## src/rtl/bus_ctrl_pkg.sv

```systemverilog
// ---------------------------------------------------------------------------
// bus_ctrl_pkg
// Shared definitions for the multi-channel bus control FSM. The state
// encodings are visible on the status ports, so bus monitors and benches
// decode those ports with these same names.
// Contents:
//   STATE_W  width of the state encoding
//   state_t  IDLE=0, READ=1, WRITE=2, WAIT=3, DONE=4, ERR=5 (6,7 unused)
// ---------------------------------------------------------------------------
package bus_ctrl_pkg;

    localparam int STATE_W = 3;

    typedef enum logic [STATE_W-1:0] {
        ST_IDLE  = 3'd0,
        ST_READ  = 3'd1,
        ST_WRITE = 3'd2,
        ST_WAIT  = 3'd3,
        ST_DONE  = 3'd4,
        ST_ERR   = 3'd5
    } state_t;

endpackage

```

## src/rtl/rr_arbiter.sv

```systemverilog
// ---------------------------------------------------------------------------
// rr_arbiter
// Purely combinational round-robin pick. It grants the first requester at or
// above the pointer and wraps past the top channel back to channel 0. The FSM
// that owns the pointer registers the result when it accepts a grant.
// Ports:
//   i_req    per-channel request vector
//   i_ptr    channel index with the highest priority this cycle
//   o_gnt    one-hot grant (all zero when nobody requests)
//   o_idx    binary index of the granted channel
//   o_valid  high when some channel is granted
// ---------------------------------------------------------------------------
module rr_arbiter #(
    parameter int N_CH  = 4,
    parameter int IDX_W = (N_CH > 1) ? $clog2(N_CH) : 1
) (
    input  logic [N_CH-1:0]  i_req,
    input  logic [IDX_W-1:0] i_ptr,
    output logic [N_CH-1:0]  o_gnt,
    output logic [IDX_W-1:0] o_idx,
    output logic             o_valid
);

    // Walk the channels in priority order, starting at the pointer and
    // wrapping. The first requester found wins. Later candidates are
    // ignored once o_valid is set.
    always_comb begin
        int               cand;
        logic [IDX_W-1:0] candIdx;
        cand    = 0;
        candIdx = '0;
        o_gnt   = '0;
        o_idx   = '0;
        o_valid = 1'b0;
        for (int i = 0; i < N_CH; i++) begin
            cand    = (int'(i_ptr) + i) % N_CH;
            candIdx = IDX_W'(cand);
            if (!o_valid && i_req[candIdx]) begin
                o_valid        = 1'b1;
                o_idx          = candIdx;
                o_gnt[candIdx] = 1'b1;
            end
        end
    end

endmodule

```

## src/rtl/bus_ctrl_arb_fsm.sv

```systemverilog
// ---------------------------------------------------------------------------
// bus_ctrl_arb_fsm
// Multi-channel bus control FSM. It picks a requesting channel round-robin,
// then runs a read or write burst of len+1 beats toward the shared slave.
// Each beat waits for i_ok. If i_ok stays low too long, the burst aborts
// through ERR.
// Ports:
//   i_clk, i_rst     clock; synchronous active-high reset
//   i_req/i_write    per-channel request level and direction (1 = write)
//   i_len            per-channel beats-1, channel k at [k*BURST_W +: BURST_W]
//   i_ok             slave acknowledge for the current beat
//   o_gnt            one-hot grant while a burst is in flight
//   o_bus_rd/wr      strobes, high for the single READ/WRITE cycle of a beat
//   o_beat           0-based index of the current beat
//   o_done/o_err     one-cycle completion / timeout-abort pulses
//   o_stat_current   registered state encoding
//   o_stat_next      combinational next state (IDLE while reset is held)
// ---------------------------------------------------------------------------
module bus_ctrl_arb_fsm
    import bus_ctrl_pkg::*;
#(
    parameter int N_CH    = 4,
    parameter int BURST_W = 4,
    parameter int TIMEOUT = 15
) (
    input  logic                    i_clk,
    input  logic                    i_rst,
    input  logic [N_CH-1:0]         i_req,
    input  logic [N_CH-1:0]         i_write,
    input  logic [N_CH*BURST_W-1:0] i_len,
    input  logic                    i_ok,
    output logic [N_CH-1:0]         o_gnt,
    output logic                    o_bus_rd,
    output logic                    o_bus_wr,
    output logic [BURST_W-1:0]      o_beat,
    output logic                    o_done,
    output logic                    o_err,
    output logic [STATE_W-1:0]      o_stat_current,
    output logic [STATE_W-1:0]      o_stat_next
);

    localparam int IDX_W = (N_CH > 1) ? $clog2(N_CH) : 1;
    localparam int TMO_W = $clog2(TIMEOUT + 1);
    localparam logic [TMO_W-1:0] TMO_LAST = TMO_W'(TIMEOUT - 1);

    state_t             state_q, state_d;
    logic [IDX_W-1:0]   ch_q, ch_d;
    logic [IDX_W-1:0]   ptr_q, ptr_d;
    logic [N_CH-1:0]    gnt_q, gnt_d;
    logic               dir_q, dir_d;
    logic [BURST_W-1:0] len_q, len_d;
    logic [BURST_W-1:0] beat_q, beat_d;
    logic [TMO_W-1:0]   tmo_q, tmo_d;

    logic [N_CH-1:0]    gntOut_q;
    logic               rd_q, wr_q, done_q, err_q;

    logic [N_CH-1:0]    arbGnt;
    logic [IDX_W-1:0]   arbIdx;
    logic               arbValid;
    logic [BURST_W-1:0] lenSel;

    rr_arbiter #(
        .N_CH  (N_CH),
        .IDX_W (IDX_W)
    ) u_arb (
        .i_req   (i_req),
        .i_ptr   (ptr_q),
        .o_gnt   (arbGnt),
        .o_idx   (arbIdx),
        .o_valid (arbValid)
    );

    // Pick out the length field of the channel the arbiter would grant.
    // The loop uses only constant slice bases. This keeps the selection a
    // plain mux with no variable-width part-select.
    always_comb begin
        lenSel = '0;
        for (int k = 0; k < N_CH; k++) begin
            if (arbIdx == IDX_W'(k)) begin
                lenSel = i_len[k*BURST_W +: BURST_W];
            end
        end
    end

    // Next-state logic for the FSM and its context registers.
    // Channel, direction and length are captured only on the IDLE grant.
    // After that, request-side inputs cannot disturb a burst in flight.
    // In WAIT, an acknowledge is checked before the timeout counter. This
    // lets a late i_ok on the final allowed cycle still complete the beat.
    always_comb begin
        state_d = state_q;
        ch_d    = ch_q;
        ptr_d   = ptr_q;
        gnt_d   = gnt_q;
        dir_d   = dir_q;
        len_d   = len_q;
        beat_d  = beat_q;
        tmo_d   = tmo_q;
        case (state_q)
            ST_IDLE: begin
                if (arbValid) begin
                    ch_d    = arbIdx;
                    gnt_d   = arbGnt;
                    dir_d   = i_write[arbIdx];
                    len_d   = lenSel;
                    beat_d  = '0;
                    state_d = i_write[arbIdx] ? ST_WRITE : ST_READ;
                end
            end
            ST_READ, ST_WRITE: begin
                tmo_d   = '0;
                state_d = ST_WAIT;
            end
            ST_WAIT: begin
                if (i_ok) begin
                    if (beat_q == len_q) begin
                        state_d = ST_DONE;
                    end else begin
                        beat_d  = beat_q + 1'b1;
                        state_d = dir_q ? ST_WRITE : ST_READ;
                    end
                end else begin
                    tmo_d = tmo_q + 1'b1;
                    if (tmo_q == TMO_LAST) begin
                        state_d = ST_ERR;
                    end
                end
            end
            ST_DONE, ST_ERR: begin
                ptr_d   = (ch_q == IDX_W'(N_CH - 1)) ? '0 : ch_q + 1'b1;
                state_d = ST_IDLE;
            end
            default: begin
                state_d = ST_IDLE;
            end
        endcase
    end

    // The single state register of the FSM. The bus-facing outputs are
    // registered here from the next state. They therefore always match the
    // current registered state, and i_ok/i_req have no combinational path to
    // them. Reset clears everything and drops an in-flight burst with no
    // completion pulse.
    always_ff @(posedge i_clk) begin
        if (i_rst) begin
            state_q  <= ST_IDLE;
            ch_q     <= '0;
            ptr_q    <= '0;
            gnt_q    <= '0;
            dir_q    <= 1'b0;
            len_q    <= '0;
            beat_q   <= '0;
            tmo_q    <= '0;
            gntOut_q <= '0;
            rd_q     <= 1'b0;
            wr_q     <= 1'b0;
            done_q   <= 1'b0;
            err_q    <= 1'b0;
        end else begin
            state_q  <= state_d;
            ch_q     <= ch_d;
            ptr_q    <= ptr_d;
            gnt_q    <= gnt_d;
            dir_q    <= dir_d;
            len_q    <= len_d;
            beat_q   <= beat_d;
            tmo_q    <= tmo_d;
            gntOut_q <= (state_d == ST_READ || state_d == ST_WRITE ||
                         state_d == ST_WAIT) ? gnt_d : '0;
            rd_q     <= (state_d == ST_READ);
            wr_q     <= (state_d == ST_WRITE);
            done_q   <= (state_d == ST_DONE);
            err_q    <= (state_d == ST_ERR);
        end
    end

    assign o_gnt          = gntOut_q;
    assign o_bus_rd       = rd_q;
    assign o_bus_wr       = wr_q;
    assign o_beat         = beat_q;
    assign o_done         = done_q;
    assign o_err          = err_q;
    assign o_stat_current = state_q;
    assign o_stat_next    = i_rst ? ST_IDLE : state_d;

endmodule
```

## config.mk

```make
export PLATFORM = sky130hd
export DESIGN_NAME = bus_ctrl_arb_fsm
export DESIGN_NICKNAME = d
export VERILOG_FILES = /design/src/rtl/bus_ctrl_pkg.sv /design/src/rtl/rr_arbiter.sv /design/src/rtl/bus_ctrl_arb_fsm.sv
export SDC_FILE = /design/constraint.sdc
export NUM_CORES = 1
export LEC_CHECK = 0
export ABC_CLOCK_PERIOD_IN_PS = 8600
export CORE_UTILIZATION = 35
export CTS_CLUSTER_SIZE = 20
export DETAILED_ROUTE_END_ITERATION = 8
export PLACE_DENSITY_LB_ADDON = 0.2
export SYNTH_ARGS = -nofsm -noshare
export SYNTH_HDL_FRONTEND = slang
export SYNTH_SLANG_ARGS = --single-unit
```

## constraint.sdc

```tcl
create_clock -name i_clk -period 8.6 [get_ports i_clk]
set_input_delay 1.29 -clock i_clk [delete_from_list [all_inputs] [get_ports i_clk]]
set_output_delay 1.29 -clock i_clk [all_outputs]
set_load 0.1 [all_outputs]
```

==> results.toml <==
[grt]
grt_use_total = 0.164
grt_overflow = 0
antenna_found_initial = 0
grt_pass1_wl_um = 6980
grt_pass1_vias = 1541
grt_max_degree = 22

[run_status]
status = "finished clean"

[setup_path]
worstReg2RegStart = "ptr_q[0]$_SDFFE_PP0P_"
required_ns = 7.31
worstPathMaxFanout = 19
critPathArrivalTime_ns = 5.35
reg2reg_to = "len_q[1]$_SDFFE_PP0P_"
worstSetupStartpointType = "input port"
rrSetupSlack_ns = 4.80
end_kind = "output port"
path_class = "input port to output port"
r2r_cells = 9
cp-startpoint = "i_req[2]"

[detailed_routing]
antenna_left = 0
vias_per_cell = 5.20
drc = 0
wire_per_inst_um = 12.9
via_count = 1673
routed_wl_um = 4150
drt_iter0_drc = 120
drt-pass1-iter-count = 4

[logic_synthesis]
netlist_instances = 210
synth_seq_area_share = 0.340
yosys_warnings = 0
post_synth_main_area_contributors = "dfxtp_1 (34%), nor2_1 (6.8%), mux2i_1 (6.4%)"
synth_edf_count = 0
synth.net_count = 245
synth_top_area_frac = 0.340
synth_area_leader_cell = "dfxtp_1"
synth-async-reset-ratio = 0
syn_area_sq_um = 1880
yosys_register_bits = 32
ys_types = 45
yosys_most_used_dff = "dfxtp_1"
postSynthAreaPerCell_sq_um = 8.97

[power_and_ir_drop]
ir_drop_mv = 0.270
powerDensity_nw_per_um2 = 316
power_uw = 781
p_leak_uw = 0.000953

[worst_hold_path]
hold_path.startpoint = "len_q[0]$_SDFFE_PP0P_"
min_path_type = "flop to flop"
worstHoldPathCells = 1
hold_end = "len_q[0]$_SDFFE_PP0P_"

[sta]
grt_setup_unrepaired = "no"
slew_violations = 0
fin_crit_sh = 0.772
fin_setup_tns_ns = 0
finClkSkew_ns = 0.00453
slew-limit-headroom = 0.350
max_freq_mhz = 151
hold_viol = 0
setup_viol = 0
worst_pin_slew_ns = 0.972
layout_min_cycle_time_ns = 6.64

[final_layout]
finalInstanceArea_sq_um = 2470
layout_common_cells = "clkdlybuf4s50_1 (44), nor2_1 (34), dfxtp_1 (32), nand2_1 (14), mux2i_1 (12)"
final_common_cell = "clkdlybuf4s50_1"
fill_cells = 542
fin_cells = 322
synthToLayoutAreaGrowth_pct = 31.1
layout.nets = 286
diodes = 0
drive_gt1_frac = 0.0754

[cts]
cts_tree = "built"
cts_buffers = 5
ctsResizeCount = 0
htree_levels = 2
clock_latency_ns = 0.29
postCtsSetupBuffers = 0
cts_hold_buffers = 0
clkTransAtPathRegs_ns = 0.07
cts_max_path_buffers = 2
clock_sinks = 32
clockRootBuffer = "clkbuf_8"

[floorplan]
core_sq_um = 5140
initial_core_util = 0.367
fp.dieW_um = 75.4
placementRows = 26
die_area_sq_um = 5680
die_h_um = 75.4
ios = 45

[placement]
gp_congestion = 0.749
dpl.hpwl_um = 3100
place_inst = 314
io_buffers = 44
dpl_cell_area_sq_um = 2360

[flow_run]
cap_violations = 0
[cell type report]
type | count | area [sq um] | area share
Tap cell | 70 | 87.6 | 0.0355
Clock inverter | 3 | 42.5 | 0.0172
Clock buffer | 5 | 68.8 | 0.0279
Inverter | 7 | 26.3 | 0.0106
Multi-Input combinational cell | 161 | 1160 | 0.471
Timing Repair Buffer | 44 | 440 | 0.178
Sequential cell | 32 | 641 | 0.259
[per-layer routing]
layer	share of wire	global-route usage
met1	0.46	0.210
met3	0.044	0.0410
met4	0.015	0.0823
met2	0.48	0.258
met5	0	0
[cell families (layout without fill, tap and decap cells)]
kind of cell | count (synthesis) | in the layout | synth area share
and+or+nand+nor | 67 | 67 | 0.161
AOI/OAI and AO/OA | 59 | 59 | 0.239
DFF | 32 | 32 | 0.340
muxes | 17 | 17 | 0.118
buffers and inverters | 17 | 59 | 0.0425
xor gates and xnor gates | 10 | 10 | 0.0465
adders and majority gates | 8 | 8 | 0.0531
[stage by stage]
stage          setup WS [ns]  hold slack, ns  utilization
6_report                1.96           0.480        0.481
5_1_grt                 1.71           0.505        0.481
4_1_cts                 1.96           0.487        0.481
3_5_place_dp            1.96           0.467        0.459
3_3_place_gp            2.04           0.455        0.459
2_1_floorplan           3.18           0.446            -
[how the worst max path moves through the flow]
| stage | endpoint | slack (ns) |
|---|---|---|
| global placement | o_stat_next[1] | 2.04 |
| detailed placement | o_stat_next[1] | 1.96 |
| global route | o_stat_next[1] | 1.71 |
| finish | o_stat_next[1] | 1.96 |
| floorplan | o_stat_next[1] | 3.18 |
| CTS | o_stat_next[1] | 1.96 |
[registers in the layout, indices dropped and copies added (netlist names), 2 cells and up]
register / count
gnt_q: 4
o_beat: 4
len_q: 4
ptr_q: 2
o_gnt: 4
o_stat_current: 3
tmo_q: 4
ch_q: 2
[worst max-delay path, cell delays in order]
cell	delay [ns]
clkdlybuf4s50_1	0.62
mux4_2	0.42
nor2_1	0.12
a2111oi_4	0.82
or3b_1	0.49
o22a_1	0.26
o21ai_0	0.13
clkdlybuf4s50_1	1.19
[synth_stat cells (2+ instances only)]
cell,count
nand2b_1,2
a221oi_1,3
mux2i_1,12
o21bai_1,4
o21ai_0,10
clkbuf_1,6
ha_1,8
nand4_1,2
a22oi_1,9
a221oi_2,2
a21o_1,4
o211ai_1,4
nor2b_1,2
nor2_1,34
mux4_2,4
a21oi_1,7
o22ai_1,4
o31ai_1,2
buf_6,2
nand2_1,14
a31oi_1,2
dfxtp_1,32
xor2_1,9
nor3_1,3
inv_1,7
nand3_1,3
[power by group]
part           leakage, uW  total (uW)  internal, uW  switching, uW
clock network    0.0000541         143          85.6           57.5
registers         0.000262         217           188           29.5
logic             0.000637         420           124            297
total             0.000953         781           397            384
No activity file was read; power rests on OpenSTA's default activity.
